**src/rtl/wisc_pkg.sv**
```systemverilog
// Shared definitions for the pipeline: opcodes, MEM-stage FSM encoding and
// the register-write decode used when loading MEM/WB.
package wisc_pkg;

  localparam logic [3:0] OpLw = 4'b1000;
  localparam logic [3:0] OpSw = 4'b1001;

  localparam int unsigned TimeoutDefault = 255;

  typedef enum logic [0:0] {
    StIdle = 1'b0,
    StBusy = 1'b1
  } state_e;

  // Stores, branches and the 1100/1101/1111 group never write the register file.
  function automatic logic writes_reg(logic [3:0] op);
    logic we;
    case (op)
      4'b1001, 4'b1100, 4'b1101, 4'b1111: we = 1'b0;
      default:                            we = 1'b1;
    endcase
    return we;
  endfunction

  function automatic logic is_mem_op(logic [3:0] op);
    return (op == OpLw) || (op == OpSw);
  endfunction

endpackage

```
**src/rtl/mem_stage_if.sv**
```systemverilog
// Data-memory request/completion bus between the MEM stage and data memory.
interface mem_stage_if;
  logic        req;
  logic        we;
  logic [15:0] addr;
  logic [15:0] wdata;
  logic        ack;
  logic [15:0] rdata;

  modport master (output req, we, addr, wdata, input ack, rdata);
  modport slave  (input req, we, addr, wdata, output ack, rdata);
endinterface

```
**src/rtl/mem_wb.sv**
```systemverilog
// MEM/WB pipeline register; a bubble load clears valid, we, rd and data.
module mem_wb (
  input  logic        clk,
  input  logic        rst,
  input  logic        en,
  input  logic        bubble,
  input  logic        we,
  input  logic [3:0]  rd,
  input  logic [15:0] data,
  output logic        wb_valid,
  output logic        wb_we,
  output logic [3:0]  wb_rd,
  output logic [15:0] wb_data
);

  always_ff @(posedge clk or negedge rst) begin
    if (!rst) begin
      wb_valid <= 1'b0;
      wb_we    <= 1'b0;
      wb_rd    <= 4'd0;
      wb_data  <= 16'd0;
    end else if (en) begin
      wb_valid <= !bubble;
      wb_we    <= !bubble && we;
      wb_rd    <= bubble ? 4'd0 : rd;
      wb_data  <= bubble ? 16'd0 : data;
    end
  end

endmodule

```
**src/rtl/mem_stage.sv**
```systemverilog
// MEM pipeline stage: passes ALU results through in one cycle and runs
// LW/SW accesses on the data-memory bus with a wait-state timeout.
module mem_stage
  import wisc_pkg::*;
#(
  parameter int unsigned TIMEOUT = TimeoutDefault
) (
  input  logic               clk,
  input  logic               rst,
  input  logic               valid_i,
  input  logic [3:0]         op_i,
  input  logic [3:0]         rd_i,
  input  logic               br_i,
  input  logic [15:0]        mem_addr_i,
  input  logic [15:0]        alu_data_i,
  input  logic [15:0]        st_data_i,
  output logic               stall_o,
  mem_stage_if.master        dm,
  output logic               wb_valid_o,
  output logic               wb_we_o,
  output logic [3:0]         wb_rd_o,
  output logic [15:0]        wb_data_o,
  output logic               err_o
);

  state_e      state_q, state_d;
  logic [15:0] addr_q, addr_d, wdata_q, wdata_d, cnt_q, cnt_d;
  logic [3:0]  op_q, op_d, rd_q, rd_d;
  logic        err_q, err_d;
  logic        stall;
  logic        wb_en, wb_bubble, wb_we_n;
  logic [3:0]  wb_rd_n;
  logic [15:0] wb_data_n;

  always_ff @(posedge clk or negedge rst) begin
    if (!rst) begin
      state_q <= StIdle;
      addr_q  <= 16'd0;
      wdata_q <= 16'd0;
      cnt_q   <= 16'd0;
      op_q    <= 4'd0;
      rd_q    <= 4'd0;
      err_q   <= 1'b0;
    end else begin
      state_q <= state_d;
      addr_q  <= addr_d;
      wdata_q <= wdata_d;
      cnt_q   <= cnt_d;
      op_q    <= op_d;
      rd_q    <= rd_d;
      err_q   <= err_d;
    end
  end

  always_comb begin
    state_d   = state_q;
    addr_d    = addr_q;
    wdata_d   = wdata_q;
    cnt_d     = cnt_q;
    op_d      = op_q;
    rd_d      = rd_q;
    err_d     = err_q;
    stall     = 1'b0;
    wb_en     = 1'b0;
    wb_bubble = 1'b1;
    wb_we_n   = 1'b0;
    wb_rd_n   = 4'd0;
    wb_data_n = 16'd0;
    unique case (state_q)
      StIdle: begin
        wb_en = 1'b1;
        if (valid_i && !br_i) begin
          if (is_mem_op(op_i)) begin
            addr_d  = mem_addr_i;
            wdata_d = st_data_i;
            op_d    = op_i;
            rd_d    = rd_i;
            cnt_d   = 16'd0;
            state_d = StBusy;
            stall   = 1'b1;
          end else begin
            wb_bubble = 1'b0;
            wb_we_n   = writes_reg(op_i);
            wb_rd_n   = rd_i;
            wb_data_n = alu_data_i;
          end
        end
      end
      StBusy: begin
        stall = !dm.ack;
        // Ack has priority over an expiring wait counter.
        if (dm.ack) begin
          state_d   = StIdle;
          wb_en     = 1'b1;
          wb_bubble = 1'b0;
          wb_we_n   = writes_reg(op_q);
          wb_rd_n   = rd_q;
          wb_data_n = (op_q == OpLw) ? dm.rdata : wdata_q;
        end else begin
          cnt_d = cnt_q + 16'd1;
          if (cnt_q == 16'(TIMEOUT - 1)) begin
            state_d = StIdle;
            wb_en   = 1'b1;
            err_d   = 1'b1;
          end
        end
      end
      default: state_d = StIdle;
    endcase
  end

  assign stall_o  = rst && stall;
  assign dm.req   = (state_q == StBusy);
  assign dm.we    = (state_q == StBusy) && (op_q == OpSw);
  assign dm.addr  = addr_q;
  assign dm.wdata = wdata_q;
  assign err_o    = err_q;

  mem_wb u_mem_wb (
    .clk      (clk),
    .rst      (rst),
    .en       (wb_en),
    .bubble   (wb_bubble),
    .we       (wb_we_n),
    .rd       (wb_rd_n),
    .data     (wb_data_n),
    .wb_valid (wb_valid_o),
    .wb_we    (wb_we_o),
    .wb_rd    (wb_rd_o),
    .wb_data  (wb_data_o)
  );

endmodule
```
**src/flat_wrapper.sv**
```systemverilog
// flat-port wrapper written by rule: the top's interface ports become plain ports
module mem_stage_flat import wisc_pkg::*;
#(
  parameter int unsigned TIMEOUT = TimeoutDefault
)
  (clk, rst, valid_i, op_i, rd_i, br_i, mem_addr_i, alu_data_i, st_data_i, stall_o, wb_valid_o, wb_we_o, wb_rd_o, wb_data_o, err_o, dm_req, dm_we, dm_addr, dm_wdata, dm_ack, dm_rdata);
  mem_stage_if dm_i ();
  input  logic clk;
  input  logic rst;
  input  logic valid_i;
  input  logic [3:0] op_i;
  input  logic [3:0] rd_i;
  input  logic br_i;
  input  logic [15:0] mem_addr_i;
  input  logic [15:0] alu_data_i;
  input  logic [15:0] st_data_i;
  output logic stall_o;
  output logic wb_valid_o;
  output logic wb_we_o;
  output logic [3:0] wb_rd_o;
  output logic [15:0] wb_data_o;
  output logic err_o;
  output wire logic [$bits(dm_i.req)-1:0] dm_req;
  output wire logic [$bits(dm_i.we)-1:0] dm_we;
  output wire logic [$bits(dm_i.addr)-1:0] dm_addr;
  output wire logic [$bits(dm_i.wdata)-1:0] dm_wdata;
  input wire logic [$bits(dm_i.ack)-1:0] dm_ack;
  input wire logic [$bits(dm_i.rdata)-1:0] dm_rdata;
  assign dm_req = dm_i.req;
  assign dm_we = dm_i.we;
  assign dm_addr = dm_i.addr;
  assign dm_wdata = dm_i.wdata;
  assign dm_i.ack = dm_ack;
  assign dm_i.rdata = dm_rdata;
  mem_stage #(.TIMEOUT(TIMEOUT)) u_core (.clk(clk), .rst(rst), .valid_i(valid_i), .op_i(op_i), .rd_i(rd_i), .br_i(br_i), .mem_addr_i(mem_addr_i), .alu_data_i(alu_data_i), .st_data_i(st_data_i), .stall_o(stall_o), .dm(dm_i), .wb_valid_o(wb_valid_o), .wb_we_o(wb_we_o), .wb_rd_o(wb_rd_o), .wb_data_o(wb_data_o), .err_o(err_o));
endmodule
```
**config.mk**
```make
export PLATFORM = sky130hd
export DESIGN_NAME = mem_stage_flat
export DESIGN_NICKNAME = d
export VERILOG_FILES = /design/src/rtl/wisc_pkg.sv /design/src/rtl/mem_stage_if.sv /design/src/rtl/mem_wb.sv /design/src/rtl/mem_stage.sv /design/src/flat_wrapper.sv
export SDC_FILE = /design/constraint.sdc
export NUM_CORES = 1
export LEC_CHECK = 0
export ABC_AREA = 0
export BUFFER_PORTS_ARGS = -buffer_cell sky130_fd_sc_hd__clkbuf_2
export CAP_MARGIN = 25
export CORE_ASPECT_RATIO = 1.75
export CORE_MARGIN = 2
export CORE_UTILIZATION = 49
export CTS_CLUSTER_DIAMETER = 30
export DETAILED_ROUTE_END_ITERATION = 8
export GPL_TIMING_DRIVEN = 0
export PLACE_DENSITY_LB_ADDON = 0.25
export SYNTH_ARGS = -nofsm -noshare
export SYNTH_HDL_FRONTEND = slang
export SYNTH_SLANG_ARGS = --single-unit
```
**constraint.sdc**
```tcl
create_clock -name clk -period 2.3 [get_ports clk]
set_input_delay 0.46 -clock clk [delete_from_list [all_inputs] [get_ports clk]]
set_output_delay 0.46 -clock clk [all_outputs]
set_load 0.01 [all_outputs]
```
==> results.cfg, run 1 <==
[status]
outcome = finished, final reports clean

[cells_and_area]
fin_nets = 605
antenna_cells = 0
area_growth_pct = 30.1
final_util_pct = 65.3
final_common_cell = nand2_1
drive_gt1_share_pct = 31.1
final_cell_mix = 155 x nand2_1, 134 x clkbuf_2, 80 x dfrtp_1, 22 x a21oi_1, 19 x a221o_1
fill_cells = 620
fin_area_sq_um = 4650

[floorplanning]
initial_core_util_pct = 50.2
die_area_sq_um = 8030
rows = 41
num_io_pins = 135
fp.dieW_um = 68.6
coreArea_sq_um = 7130
die_h_um = 117

[timing]
skew_ns = 0.00368
min_period_over_period_pct = 95.5
slew_headroom_pct = 49.6
setup_violations = 0
finalHoldViolations = 0
rsz0062_at_grt = no
maxSlewViolCount = 0
period_needed_ns = 2.20
fmax_mhz = 455
max_slew.worst_pin.slew_ns = 0.754

[global_route]
grt_max_degree = 48
grt_pass1_wl_um = 15400
grt_usage_pct = 26.3
antenna_found_initial = 0
grt_overflow = 0
grt_pass1_vias = 3250

[route]
dr.pass1.iters = 4
routed_wl_um = 9710
drt.antenna.violating_nets = 0
via_per_inst = 5.34
detail_route.wl_per_cell_um = 15.8
vias = 3292
drt_iter0_drc = 244
remaining_drc_errors = 0

[setup_path]
setup.worst_path.start = u_core.dm.req
crit_path_start_kind = register
cp-end-kind = output pin
cp_num_cells = 5
cp_cell_sequence = buf_4 > and2b_2 > a21oi_1 > nor2b_1 > clkbuf_2
critPathTopFamily = flip-flops
crit_type = reg -> out
timing.rr.start = u_core.dm.req
crit_path_max_fanout = 10
r2r_slack_ns = 0.37
reg2reg_depth = 5
cpPeakStageDelay_ns = 0.42
worst-path-buf-inv = 2
arrival_ns = 1.74
cp.required_ns = 1.84
cp_slowest_cell = dfrtp_1

[placement]
dpl.hpwl_um = 7270
dpl_cell_area_sq_um = 4390
gp_congestion = 0.862
portBuffers = 134

[pwr]
switching_share_pct = 28.5
comb_power_share_pct = 17.9
power_frac_clock_pct = 35.5
intPower_mw = 2.65
vdd_drop_max_mv = 0.527
p_sw_mw = 1.06
leakage_nw = 2.52
power_frac_seq_pct = 46.5
power_density_nw_per_um2 = 798

[clocking]
cts.path.max_buffers = 2
post-cts-setup-buffers = 0
cts_tree = yes
ctsHoldBuffers = 0
cts_buffers = 9
cts_root_buf = clkbuf_16
cts_resized = 0
cts_sinks = 80
clkLatencyLatePin_ns = 0.34
htreeDepth = 3
cts.clk_slew.worst_paths_ns = 0.05

[logic_synthesis]
netlist_area_sq_um = 3580
synth_warnings = 0
synth_top_flop_cell = dfrtp_1
synth.distinct_cells = 45
synth-edff-count = 0
synth_area_per_cell_sq_um = 9.41
seq_area_frac_synth_pct = 56.0
async_reset_ff_share_pct = 100
ys_ff_latch = 80
synth_nets = 459
syn_inst = 380

[run]
maxCapViolCount = 0

[worst_hold_path]
hp-class = in -> async
## layout make-up
type	instances	area (sq um)	share of cell area, %
Buffer	20	111	2.39
Tap cell	86	108	2.31
Inverter	2	7.51	0.161
Multi-Input combinational cell	278	1460	31.3
Clock buffer	15	268	5.75
Sequential cell	80	2000	43.0
Timing Repair Buffer	135	701	15.1
## synthesized netlist by cell type (all sizes together), types with 4 or more instances
library cell,count,area share (%)
dfrtp,80,56
nand4,8,1.4
nand2,155,16
clkbuf,10,1.1
o21ai,4,0.56
a221o,19,5.3
nor2,12,1.3
a21oi,23,3.3
and3,4,0.70
buf,10,2.0
xor2,8,2.0
nand3,4,0.56
## routing by layer
metal | GRT usage, % | share of wire [%] | vias to the layer above | wire length [um]
li1 | - | - | 1573 | -
met1 | 30.3 | 38 | 1580 | 3650
met2 | 44.6 | 54 | 117 | 5260
met3 | 6.88 | 5.7 | 22 | 556
met4 | 12.1 | 2.6 | 0 | 249
met5 | 0 | 0 | - | 0
## state kept, by name, summed over array words and instances, names as in the netlist
name,count
u_core.u_mem_wb.wb_rd,4
u_core.u_mem_wb.wb_data,16
u_core.cnt_q,16
u_core.u_mem_wb.wb_valid,1
u_core.u_mem_wb.wb_we,1
u_core.dm.req,1
u_core.dm.addr,16
u_core.err_o,1
u_core.op_q,4
u_core.dm.wdata,16
u_core.rd_q,4
## worst register-to-register path, delay by kind of cell (launching register included)
kind                   cells  cell delay (ns)
buffers and inverters      2             0.72
AOI/OAI and AO/OA          1             0.24
DFF                        1             0.42
and+or+nand+nor            2             0.49
## worst paths after layout
kind | end
worst max-delay path | stall_o
worst min-delay path | u_core.cnt_q[9]
worst max register to register | u_core.u_mem_wb.wb_data[7]
worst min register to register | u_core.rd_q[2]
max in group asynchronous | u_core.dm.wdata[8]
min in group clk | u_core.dm.wdata[11]
## through the flow
| step | power, mW | worst slack (ns) | std cells | TNS [ns] | hold WS (ns) |
|---|---|---|---|---|---|
| after CTS | 3.74 | 0.100 | 616 | 0 | 0.131 |
| final | 3.71 | 0.104 | 616 | 0 | 0.112 |
| after floorplan | 2.07 | 0.627 | 380 | 0 | 0.164 |
| after global placement | 2.39 | -0.523 | 600 | -0.541 | 0.455 |
| after global routing | 3.90 | 0.0152 | 616 | 0 | 0.153 |
| after detailed placement | 2.42 | 0.180 | 601 | 0 | 0.455 |
## logic make-up (layout without fill, tap and decap cells)
group	count (synthesis)	count (layout)	share of synthesized area, %
mux	2	2	0.560
buf+inv	22	172	3.32
simple gates	210	210	26.0
fa+ha+maj	2	2	0.699
compound gates	55	55	11.2
xor+xnor	9	9	2.20
flops	80	80	56.0
## power groups by stage
| stage | Combinational [mW] | Clock, mW | Sequential, mW |
|---|---|---|---|
| after floorplan | 0.283 | 0 | 1.78 |
| after global placement | 0.649 | 0 | 1.74 |
| after detailed placement | 0.677 | 0 | 1.75 |
| after CTS | 0.679 | 1.33 | 1.73 |
| after global routing | 0.754 | 1.39 | 1.75 |
| final | 0.666 | 1.32 | 1.73 |
Note: power is estimated with default switching activity, not from simulation.
==> inputs of run 2 (changes only) <==
Settings changed: CORE_UTILIZATION 49 to 50, SYNTH_HIERARCHICAL set to 1.
==> results.cfg, run 2 <==
[status]
outcome = finished, final reports clean

[clocking]
cts.path.max_buffers = 2
htreeDepth = 3
cts_tree = yes
clkLatencyLatePin_ns = 0.33
cts_sinks = 80
cts.clk_slew.worst_paths_ns = 0.06
post-cts-setup-buffers = 0
cts_root_buf = clkbuf_16
cts_buffers = 9

[pwr]
power_density_nw_per_um2 = 760
fin_total_pwr_mw = 3.74
leakage_nw = 2.57
vdd_drop_max_mv = 0.656

[cells_and_area]
final_cell_mix = 141 x nand2_1, 134 x clkbuf_2, 80 x dfrtp_1, 26 x inv_1, 24 x o21ai_0
final_common_cell = nand2_1
antenna_cells = 0
final_cell_count_no_fill = 664
fill_cells = 658
fin_nets = 650
drive_gt1_share_pct = 28.5
area_growth_pct = 29.4

[route]
routed_wl_um = 9620
dr.pass1.iters = 4
drt_iter0_drc = 216
via_per_inst = 5.21
drt.antenna.violating_nets = 0
detail_route.wl_per_cell_um = 14.5
vias = 3459
remaining_drc_errors = 0

[logic_synthesis]
synth_top_flop_cell = dfrtp_1
synth_nets = 505
synth.most_common_cell = nand2_1
syn_inst = 426
synth_area_per_cell_sq_um = 8.92
synth.distinct_cells = 37
seq_area_frac_synth_pct = 52.7
ys_ff_latch = 80
yosys.area.top_type = dfrtp_1
netlist_area_sq_um = 3800
synth_top_area_share_pct = 52.7
synth_area_leaders = dfrtp_1 53%, nand2_1 14%, mux2i_1 5.3%, nand3b_1 4.2%, o21ai_0 3.2%
synth-edff-count = 0
synth_warnings = 6
async_reset_ff_share_pct = 100
synthTopCellsByCount = 142 x nand2_1, 80 x dfrtp_1, 26 x inv_1

[run]
maxCapViolCount = 0

[setup_path]
cp_cell_sequence = nor3b_4 > nand2_4 > a21boi_0 > clkbuf_2
arrival_ns = 1.71
cpPeakStageDelay_ns = 0.53
cp-end-kind = output pin
crit_path_max_fanout = 19
cp_slowest_cell = dfrtp_1
crit_path_start_kind = register
crit_type = reg -> out
cp.required_ns = 1.84

[global_route]
grt_usage_pct = 23.9
grt_pass1_wl_um = 15900
grt_max_degree = 63
grt_pass1_vias = 3368
antenna_found_initial = 0
grt_overflow = 0

[placement]
dpl.hpwl_um = 7190
pre_cts_ws_ns = 0.0307
portBuffers = 134
dp_cells = 649
gp_congestion = 0.873

[timing]
slew_headroom_pct = 58.5
finalWorstSetupSlack_ns = 0.130
fin_setup_tns_ns = 0
skew_ns = 0.00618
setup_violations = 0
finalHoldViolations = 0
rsz0062_at_grt = no
min_period_over_period_pct = 94.4
period_needed_ns = 2.17
max_slew.worst_pin.slew_ns = 0.618
fmax_mhz = 461
maxSlewViolCount = 0

[floorplanning]
initial_core_util_pct = 50.9
die_h_um = 119
num_io_pins = 135
fp.dieW_um = 69.9
die_area_sq_um = 8340
coreArea_sq_um = 7460
rows = 42

[worst_hold_path]
hp-class = in -> async
-- run 2: cell count changes after synthesis, sizes merged, moves of 4 or more --
cell	previous run	this run
a21oi	23	6
a221o	19	0
a22o	0	4
and3	4	0
inv	2	26
mux2i	2	20
nand2	155	142
nand3b	1	21
nand4	8	4
o21ai	4	45
xor2	8	2
-- run 2: final timing paths --
check                         startpoint  cells after the start  slack, ns                 end
max reg2reg                u_core/dm.req                      6       0.19     u_core/cnt_q[8]
max                        u_core/dm.req                      4       0.13             stall_o
min                                  rst                      1       0.05  u_core/dm.addr[15]
min reg2reg                 u_core/err_o                      1       0.47        u_core/err_o
min in group clk            st_data_i[3]                      3       0.32  u_core/dm.wdata[3]
max in group asynchronous            rst                      2       1.67      u_core/op_q[3]
-- run 2: stage by stage --
| stage | hold slack (ns) | utilization [%] | cell area, sq um |
|---|---|---|---|
| after floorplan | 0.164 | - | 3800 |
| after global placement | 0.458 | 61.4 | 4580 |
| after detailed placement | 0.400 | 61.8 | 4610 |
| after CTS | 0.0481 | 65.7 | 4900 |
| after global routing | 0.0593 | 65.9 | 4920 |
| final | 0.0458 | 65.9 | 4920 |
-- run 2: timing repair --
action | 4_1_cts | 5_1_grt
hold buffers | 0 | 0
gates resized for setup | 2 | 4
pin swaps | 0 | 0
endpoints found under the setup margin | 1 | 20
-- run 2: area by class of cell --
class | count | area, sq um | area share (%)
buffer | 23 | 129 | 2.62
clock inverter | 5 | 57.6 | 1.17
sequential | 80 | 2000 | 40.7
inverter | 26 | 97.6 | 1.99
timing repair buffer | 135 | 701 | 14.3
clock buffer | 11 | 233 | 4.73
multi-input combinational | 296 | 1590 | 32.3
tap | 88 | 110 | 2.24
-- run 2: kinds of logic (layout without fill, tap and decap cells) --
group                      Yosys count  after routing  share of synthesized area [%]
adders and majority gates            3              3                          0.922
muxes                               20             20                           5.27
xor gates and xnor gates             5              5                           1.15
AOI/OAI and AO/OA                   60             60                           8.76
buffers and inverters               50            200                           6.03
and+or+nand+nor                    208            208                           25.2
DFF                                 80             80                           52.7
-- run 2: layer usage --
metal | routed length, um | track usage [%] | vias to the layer above
met2 | 5070 | 41.8 | 119
met4 | 246 | 9.98 | 0
met5 | 0 | 0 | -
met1 | 3840 | 28.7 | 1629
li1 | - | - | 1692
met3 | 458 | 4.06 | 19
-- run 2: critical path, delay by kind of cell, from the launching register on --
family	cells	cell delay [ns]
buffers and inverters	1	0.16
flip-flops	1	0.53
AND/OR/NAND/NOR	2	0.49
AO/OA/AOI/OAI	1	0.21
-- run 2: power breakdown --
part,internal (mW),leakage (nW),switching (mW),total [mW]
clock network,0.838,0.132,0.536,1.37
logic,0.306,1.37,0.363,0.669
registers,1.57,1.06,0.125,1.69
==> inputs of run 3 (changes only) <==
Settings changed: PLACE_DENSITY set to 0.78, PLACE_DENSITY_LB_ADDON 0.25 to not set.
==> results.cfg, run 3 (synthesis gave the netlist of run 2 again) <==
[global_route]
grt_usage_pct = 24.4
grt_max_degree = 43
grt_overflow = 0
grt_pass1_vias = 3402
grt_pass1_wl_um = 15900
antenna_found_initial = 0

[cells_and_area]
ff_latch_area_sq_um = 2000
fill_cells = 619
fin_nets = 652
final_cell_mix = 141 x nand2_1, 134 x clkbuf_2, 79 x dfrtp_1, 26 x inv_1, 24 x o21ai_0
multi_input_area_sq_um = 1580
final_common_cell = nand2_1
final_cell_count_no_fill = 666
antenna_cells = 0
drive_gt1_share_pct = 28.9
fin_area_sq_um = 4930
area_growth_pct = 29.7

[setup_path]
cp_slowest_cell = dfrtp_2
cp-end-kind = output pin
reg2reg_depth = 7
cpPeakStageDelay_ns = 0.49
r2r_slack_ns = 0.28
rr_endpoint = u_core/u_mem_wb/wb_data[3]
critPathTopFamily = flip-flops
cp.required_ns = 1.84
crit_type = reg -> out
crit_path_start_kind = register
cp_cell_sequence = nor3b_2 > nand2_2 > clkbuf_4 > a21boi_0 > clkbuf_2
timing.rr.start = u_core/dm.req
worst-path-buf-inv = 2
arrival_ns = 1.71
crit_path_max_fanout = 10

[timing]
maxSlewViolCount = 0
finalHoldViolations = 0
fin_setup_tns_ns = 0
min_period_over_period_pct = 94.3
rsz0062_at_grt = no
slew_headroom_pct = 61.7
skew_ns = 0.00565
max_slew.worst_pin.slew_ns = 0.560
finalWorstSetupSlack_ns = 0.130
fmax_mhz = 461
setup_violations = 0
period_needed_ns = 2.17

[route]
vias = 3481
drt.antenna.violating_nets = 0
dr.pass1.iters = 5
remaining_drc_errors = 0
via_per_inst = 5.23
detail_route.wl_per_cell_um = 14.8
drt_iter0_drc = 158
routed_wl_um = 9860

[clocking]
htreeDepth = 3
cts_root_buf = clkbuf_16
clkLatencyLatePin_ns = 0.33
cts.clk_slew.worst_paths_ns = 0.06
ctsHoldBuffers = 0
cts_sinks = 80
cts_tree = yes
cts.path.max_buffers = 2
cts_buffers = 9

[run]
maxCapViolCount = 0

[pwr]
leakage_nw = 2.58
power_density_nw_per_um2 = 769
fin_total_pwr_mw = 3.79
vdd_drop_max_mv = 0.561

[placement]
pre_cts_ws_ns = -0.0373
gp_congestion = 0.861
portBuffers = 134
dp_cells = 649
dpl.hpwl_um = 7340
dpl_cell_area_sq_um = 4600

[floorplanning]
die_area_sq_um = 8340
coreArea_sq_um = 7460
initial_core_util_pct = 50.9
num_io_pins = 135
rows = 42
fp.dieW_um = 69.9
die_h_um = 119

[worst_hold_path]
hp-class = in -> async

[status]
outcome = finished, final reports clean
==> run 3: changes by cell type in the layout (fill, tap and decap cells not counted) <==
cell,change
clkinvlp_4,-3
clkbuf_4,+2
clkbuf_8,+2
buf_12,+1
buf_16,-1
buf_2,-1
buf_4,+1
clkinv_2,+1
dfrtp_1,-1
dfrtp_2,+1
nand2_2,+1
nand2_4,-1
nor3b_2,+1
nor3b_4,-1
==> run 3: what timing repair did <==
action,in CTS,in global routing
gates resized for setup,5,3
setup endpoints to repair,1,19
gates cloned,0,0
setup buffers,1,0
==> run 3: through the flow <==
step	util [%]	hold slack, ns
floorplan	-	0.164
global placement	61.4	0.457
detailed placement	61.7	0.463
CTS	66.0	0.155
global route	66.0	0.182
finish	66.0	0.144
==> run 3: how the worst max path moves through the flow <==
stage | start | to | slack [ns] | depth (start not counted)
after floorplan | u_core/dm.req | stall_o | 0.36 | 4
after global placement | rst | stall_o | -0.57 | 3
after detailed placement | op_i[1] | stall_o | -0.04 | 6
after CTS | u_core/dm.req | stall_o | 0.11 | 5
after global routing | u_core/op_q[0] | u_core/u_mem_wb/wb_data[8] | 0.04 | 7
final | u_core/dm.req | stall_o | 0.13 | 5
==> run 3: report_power, final <==
part           leakage [nW]  switching, mW  internal (mW)
registers              1.06          0.124           1.57
clock network         0.150          0.520          0.896
logic                  1.37          0.371          0.308
==> run 3: cell type report <==
| class | count | share of cell area, % |
|---|---|---|
| Clock buffer | 13 | 5.28 |
| Inverter | 26 | 1.98 |
| Sequential cell | 80 | 40.7 |
| Tap cell | 88 | 2.24 |
| Buffer | 24 | 2.82 |
| Timing Repair Buffer | 136 | 14.2 |
| Clock inverter | 3 | 0.813 |
| Multi-Input combinational cell | 296 | 32.0 |
==> run 3: routing by layer <==
layer  vias to the layer above  global-route usage [%]  wire [um]
met3                        30                    4.91        531
met5                         -                       0          0
met4                         0                    13.0        391
li1                       1690                       -          -
met1                      1636                    26.9       3670
met2                       125                    43.4       5270
